--- src/rtl/hub75_scan_reader.sv ---
// Read-side scanner for the frame buffer: fetches one row pair at a time,
// shifts it into a HUB75 panel, latches it and lights it for a fixed time.
module hub75_scan_reader #(
  parameter int unsigned PANEL_WIDTH    = 32,
  parameter int unsigned ROW_BITS       = 4,
  parameter int unsigned ADDR_WIDTH     = 9,
  parameter int unsigned DATA_WIDTH     = 16,
  parameter int unsigned DISPLAY_CYCLES = 64
) (
  input  logic                  clk,
  input  logic                  rst,
  input  logic                  enable,
  output logic [ADDR_WIDTH-1:0] r_addr,
  output logic                  r_en,
  input  logic [DATA_WIDTH-1:0] r_data,
  output logic [2:0]            rgb1,
  output logic [2:0]            rgb2,
  output logic                  pix_clk,
  output logic                  lat,
  output logic                  oe_n,
  output logic [ROW_BITS-1:0]   row_addr,
  output logic                  frame_done
);

  localparam int unsigned COL_W = (PANEL_WIDTH > 1) ? $clog2(PANEL_WIDTH) : 1;
  localparam int unsigned CNT_W = $clog2(DISPLAY_CYCLES + 1);
  localparam logic [COL_W-1:0] COL_LAST = COL_W'(PANEL_WIDTH - 1);
  localparam logic [CNT_W-1:0] CNT_LOAD = CNT_W'(DISPLAY_CYCLES - 1);

  typedef enum logic [2:0] {
    S_IDLE,
    S_FETCH,
    S_LOAD,
    S_CLK_HI,
    S_BLANK,
    S_LATCH,
    S_DISPLAY
  } state_e;

  state_e                state_q, state_d;
  logic [COL_W-1:0]      col_q, col_d;
  logic [ROW_BITS-1:0]   row_q, row_d;
  logic [CNT_W-1:0]      cnt_q, cnt_d;
  logic [ADDR_WIDTH-1:0] r_addr_q, r_addr_d;
  logic                  r_en_q, r_en_d;
  logic [2:0]            rgb1_q, rgb1_d;
  logic [2:0]            rgb2_q, rgb2_d;
  logic                  pix_clk_q, pix_clk_d;
  logic                  lat_q, lat_d;
  logic                  oe_n_q, oe_n_d;
  logic [ROW_BITS-1:0]   row_addr_q, row_addr_d;
  logic                  frame_done_q, frame_done_d;

  // Only the low six data bits carry pixel colour.
  if (DATA_WIDTH > 6) begin : g_unused_data
    logic unused_data_hi;
    assign unused_data_hi = ^r_data[DATA_WIDTH-1:6];
  end

  // Next state, counters and the registered outputs of the state being entered.
  always_comb begin
    state_d      = state_q;
    col_d        = col_q;
    row_d        = row_q;
    cnt_d        = cnt_q;
    r_addr_d     = r_addr_q;
    rgb1_d       = rgb1_q;
    rgb2_d       = rgb2_q;
    row_addr_d   = row_addr_q;
    frame_done_d = 1'b0;

    unique case (state_q)
      S_IDLE: begin
        if (enable) state_d = S_FETCH;
      end
      S_FETCH: begin
        state_d = S_LOAD;
      end
      S_LOAD: begin
        rgb1_d  = r_data[2:0];
        rgb2_d  = r_data[5:3];
        state_d = S_CLK_HI;
      end
      S_CLK_HI: begin
        if (col_q == COL_LAST) begin
          col_d   = '0;
          state_d = S_BLANK;
        end else begin
          col_d   = col_q + COL_W'(1);
          state_d = S_FETCH;
        end
      end
      S_BLANK: begin
        state_d = S_LATCH;
      end
      S_LATCH: begin
        cnt_d   = CNT_LOAD;
        state_d = S_DISPLAY;
      end
      S_DISPLAY: begin
        if (cnt_q == '0) begin
          row_d        = row_q + ROW_BITS'(1);
          frame_done_d = (row_q == '1);
          state_d      = enable ? S_FETCH : S_IDLE;
        end else begin
          cnt_d = cnt_q - CNT_W'(1);
        end
      end
      default: begin
        state_d = S_IDLE;
      end
    endcase

    r_en_d    = (state_d == S_FETCH);
    pix_clk_d = (state_d == S_CLK_HI);
    lat_d     = (state_d == S_LATCH);
    oe_n_d    = (state_d != S_DISPLAY);
    if (state_d == S_FETCH) begin
      r_addr_d = ADDR_WIDTH'(row_d) * ADDR_WIDTH'(PANEL_WIDTH) + ADDR_WIDTH'(col_d);
    end
    if (state_d == S_LATCH) begin
      row_addr_d = row_q;
    end
  end

  // State and output registers.
  always_ff @(posedge clk or posedge rst) begin
    if (rst) begin
      state_q      <= S_IDLE;
      col_q        <= '0;
      row_q        <= '0;
      cnt_q        <= '0;
      r_addr_q     <= '0;
      r_en_q       <= 1'b0;
      rgb1_q       <= '0;
      rgb2_q       <= '0;
      pix_clk_q    <= 1'b0;
      lat_q        <= 1'b0;
      oe_n_q       <= 1'b1;
      row_addr_q   <= '0;
      frame_done_q <= 1'b0;
    end else begin
      state_q      <= state_d;
      col_q        <= col_d;
      row_q        <= row_d;
      cnt_q        <= cnt_d;
      r_addr_q     <= r_addr_d;
      r_en_q       <= r_en_d;
      rgb1_q       <= rgb1_d;
      rgb2_q       <= rgb2_d;
      pix_clk_q    <= pix_clk_d;
      lat_q        <= lat_d;
      oe_n_q       <= oe_n_d;
      row_addr_q   <= row_addr_d;
      frame_done_q <= frame_done_d;
    end
  end

  assign r_addr     = r_addr_q;
  assign r_en       = r_en_q;
  assign rgb1       = rgb1_q;
  assign rgb2       = rgb2_q;
  assign pix_clk    = pix_clk_q;
  assign lat        = lat_q;
  assign oe_n       = oe_n_q;
  assign row_addr   = row_addr_q;
  assign frame_done = frame_done_q;

endmodule

--- config.mk ---
export PLATFORM = sky130hd
export DESIGN_NAME = hub75_scan_reader
export DESIGN_NICKNAME = d
export VERILOG_FILES = /design/src/rtl/hub75_scan_reader.sv
export SDC_FILE = /design/constraint.sdc
export NUM_CORES = 1
export LEC_CHECK = 0
export ABC_AREA = 1
export BUFFER_PORTS_ARGS = -buffer_cell sky130_fd_sc_hd__buf_4
export CORE_ASPECT_RATIO = 1.75
export CORE_UTILIZATION = 49
export DETAILED_ROUTE_END_ITERATION = 8
export GPL_ROUTABILITY_DRIVEN = 0
export PLACE_DENSITY = 0.86
export SYNTH_ARGS = -nofsm -noshare
export SYNTH_HDL_FRONTEND = slang
export SYNTH_SLANG_ARGS = --single-unit
--- constraint.sdc ---
create_clock -name clk -period 2 [get_ports clk]
set_clock_uncertainty 0.2 [all_clocks]
set_input_delay 0.3 -clock clk [delete_from_list [all_inputs] [get_ports clk]]
set_output_delay 0.3 -clock clk [all_outputs]
set_load 0.05 [all_outputs]
==> impl_metrics.yaml <==
place:
  hpwlAfterDp_um: 3000
  dp_slack_ns: 0.00801
  placed_cells: 316
  portBuffers: 32
synth:
  synthArstFlopShare: 1.00
  synth-edff-count: 0
  ys_ff_latch: 43
  postSynthAreaPerCell_um2: 9.37
  ys_warn_count: 0
  syn-cell-area_mm2: 0.00212
  netlist_top_cells_area: "dfrtp_1 50%, nand2_1 13%, nand4_1 5.3%"
  ys_types: 30
  postSynthCellCount: 226
  syn-num-nets: 250
  yosysTopAreaCellShare: 0.496
  ys_seq_area_frac: 0.509
  yosys.area.top_type: "dfrtp_1"
  synth-main-ff-cell: "dfrtp_1"
clock_tree:
  clk_latency_ns: 0.29
  h-tree-depth: 2
  cts_buffers: 5
  clk_pin_slew_ns: 0.08
  clockBufferDepth: 2
  numClockSinks: 43
  cts_tree: "built"
  clockRootBuffer: "clkbuf_8"
worst_setup_path:
  ff2ff_setup_slack_ns: 0.14
  end_kind: "flip-flop"
  r2r_cells: 10
  r2r-end: "r_addr[0]$_DFFE_PP0N_"
  worstSetupStartpointType: "flip-flop"
  cp_data_required_time_ns: 2.03
  worstSetupPathType: "flip-flop to flip-flop"
  r2r_start: "cnt_q[0]$_DFFE_PP0P_"
  cp.arrival_ns: 1.90
  crit_fanout: 5
drt:
  viasPerCell: 5.14
  num_vias: 1680
  route.detailed.drc: 0
  routed_wl_um: 4100
  ant_nets: 0
  firstDrtPassIters: 4
  first_iter_violations: 25
  wire_per_inst_um: 12.5
sta:
  setup_viol: 0
  fin_crit_sh: 0.932
  slew_viol_final: 0
  slew_headroom: 0.651
  min_period_ns: 1.86
  final-hold-violation-count: 0
  setup_ws_ns: 0.137
  setup_tns_ns: 0
  worst_pin_slew_ns: 0.524
  maxClockFrequency_mhz: 537
die:
  die-area_mm2: 0.00460
  rows: 31
  die_h_um: 89.0
  ios: 43
  die_width_um: 51.7
  core-area_mm2: 0.00415
  start_util: 0.510
status:
  status: "complete, no violations"
hold_path:
  holdPathEnd: "rgb2[0]$_DFFE_PP0P_"
  min-delay-start: "r_data[3]"
  holdPathStages: 3
  min_path_type: "input port to flip-flop"
power:
  total_leakage_power_nw: 1.41
  power_density_mw_per_mm2: 655
  max-vdd-ir-drop_uv: 728
  power_mw: 1.74
global_routing:
  grt_max_degree: 44
  track_usage: 0.203
  grt_pass1_wl_um: 6910
  antenna_found_initial: 0
  grt_overflow: 0
  grt_pass1_vias: 1683
final_layout:
  fin_cells: 327
  ff_latch_area_mm2: 0.00108
  final_util: 0.639
  syn_to_final_growth_pct: 25.2
  diodes: 0
  final_common_cell: "nand2_1"
  multiInputGateArea_um2: 917
  n_fill_cell: 325
  mostFrequentLayoutCells: "71 x nand2_1, 45 x buf_4, 42 x dfrtp_1"
  drive_above_1_share: 0.313
  fin_nets: 301
job:
  cap_violations: 0
worst max-delay path by stage:
| stage | depth (start not counted) | start | end | slack [ns] |
|---|---|---|---|---|
| 3_3_place_gp | 10 | col_q[1]$_DFF_PP0_ | row_addr[0]$_DFFE_PP0N_ | 0.09 |
| 3_5_place_dp | 10 | col_q[1]$_DFF_PP0_ | row_addr[3]$_DFFE_PP0N_ | 0.008 |
| 6_report | 10 | cnt_q[0]$_DFFE_PP0P_ | r_addr[0]$_DFFE_PP0N_ | 0.14 |
| 2_1_floorplan | 10 | cnt_q[0]$_DFFE_PP0P_ | r_addr[5]$_DFFE_PP0N_ | 0.11 |
| 4_1_cts | 10 | col_q[0]$_DFF_PP0_ | row_addr[3]$_DFFE_PP0N_ | 0.06 |
| 5_1_grt | 10 | cnt_q[0]$_DFFE_PP0P_ | r_addr[2]$_DFFE_PP0N_ | -0.001 |
cell families after synthesis:
logic type,after synthesis,synth area share
AOI/OAI and AO/OA,16,0.0437
adders and majority gates,5,0.0295
and+or+nand+nor,131,0.341
buffers and inverters,29,0.0685
DFF,43,0.509
xor gates and xnor gates,2,0.00827
where the power goes:
| group | leakage (nW) | total [mW] | internal [mW] | switching (mW) |
|---|---|---|---|---|
| clock network | 0.0644 | 0.787 | 0.498 | 0.290 |
| registers | 0.569 | 0.878 | 0.875 | 0.00353 |
| logic | 0.775 | 0.0712 | 0.0243 | 0.0469 |
cell type report:
cell class | count | area share
Clock buffer | 5 | 0.0259
Clock inverter | 3 | 0.0255
Inverter | 26 | 0.0387
Multi-Input combinational cell | 154 | 0.346
Tap cell | 49 | 0.0231
Timing Repair Buffer | 47 | 0.135
Sequential cell | 43 | 0.406
state kept, by name, summed over array words and instances (netlist names), 3 cells and up:
signal	cells
state_q	3
row_addr	4
rgb1	3
r_addr	9
col_q	5
rgb2	3
cnt_q	7
row_q	4
cell usage after synthesis, types with 2 or more instances:
| library cell | instances |
|---|---|
| nor2_1 | 5 |
| nand3_1 | 9 |
| ha_1 | 5 |
| o21ai_1 | 2 |
| dfrtp_1 | 42 |
| nand2_4 | 4 |
| nor2_2 | 3 |
| nor2_8 | 3 |
| a21oi_1 | 3 |
| nor3_1 | 2 |
| nand2_2 | 5 |
| nand4_1 | 18 |
| inv_2 | 3 |
| buf_6 | 2 |
| xor2_1 | 2 |
| nor2_4 | 4 |
| o21ai_0 | 7 |
| nand2_1 | 74 |
| inv_1 | 22 |
what timing repair did:
| item | in CTS | in global routing |
|---|---|---|
| buffers inserted | 1 | 0 |
| endpoints found under the setup margin | 4 | 15 |
| pin swaps | 0 | 1 |
| resized for setup | 1 | 5 |
| hold buffers | 2 | 0 |
| hold endpoints to repair | 43 | 0 |
stage by stage:
stage | hold WS, ns | area, um^2
2_1_floorplan | 0.217 | 2120
3_3_place_gp | 0.258 | 2470
3_5_place_dp | 0.260 | 2470
4_1_cts | 0.00412 | 2640
5_1_grt | 0.00771 | 2650
6_report | 0.00866 | 2650
critical path: stages, from the launching register on:
cell	delay [ns]
dfrtp_1	0.38
inv_1	0.10
ha_2	0.20
nand2_2	0.10
nand3b_4	0.19
nand2_4	0.08
nand2_2	0.07
nor2_4	0.14
buf_4	0.15
nand4_1	0.10
nand2_1	0.08
per-layer routing:
layer  track usage  vias up  routed length [um]
met1         0.195      815                1500
met5             0        -                   0
met4        0.0934        0                  93
li1              -      829                   -
met3        0.0374        9                 107
met2         0.399       27                2400
No activity file was read; power rests on OpenSTA's default activity.
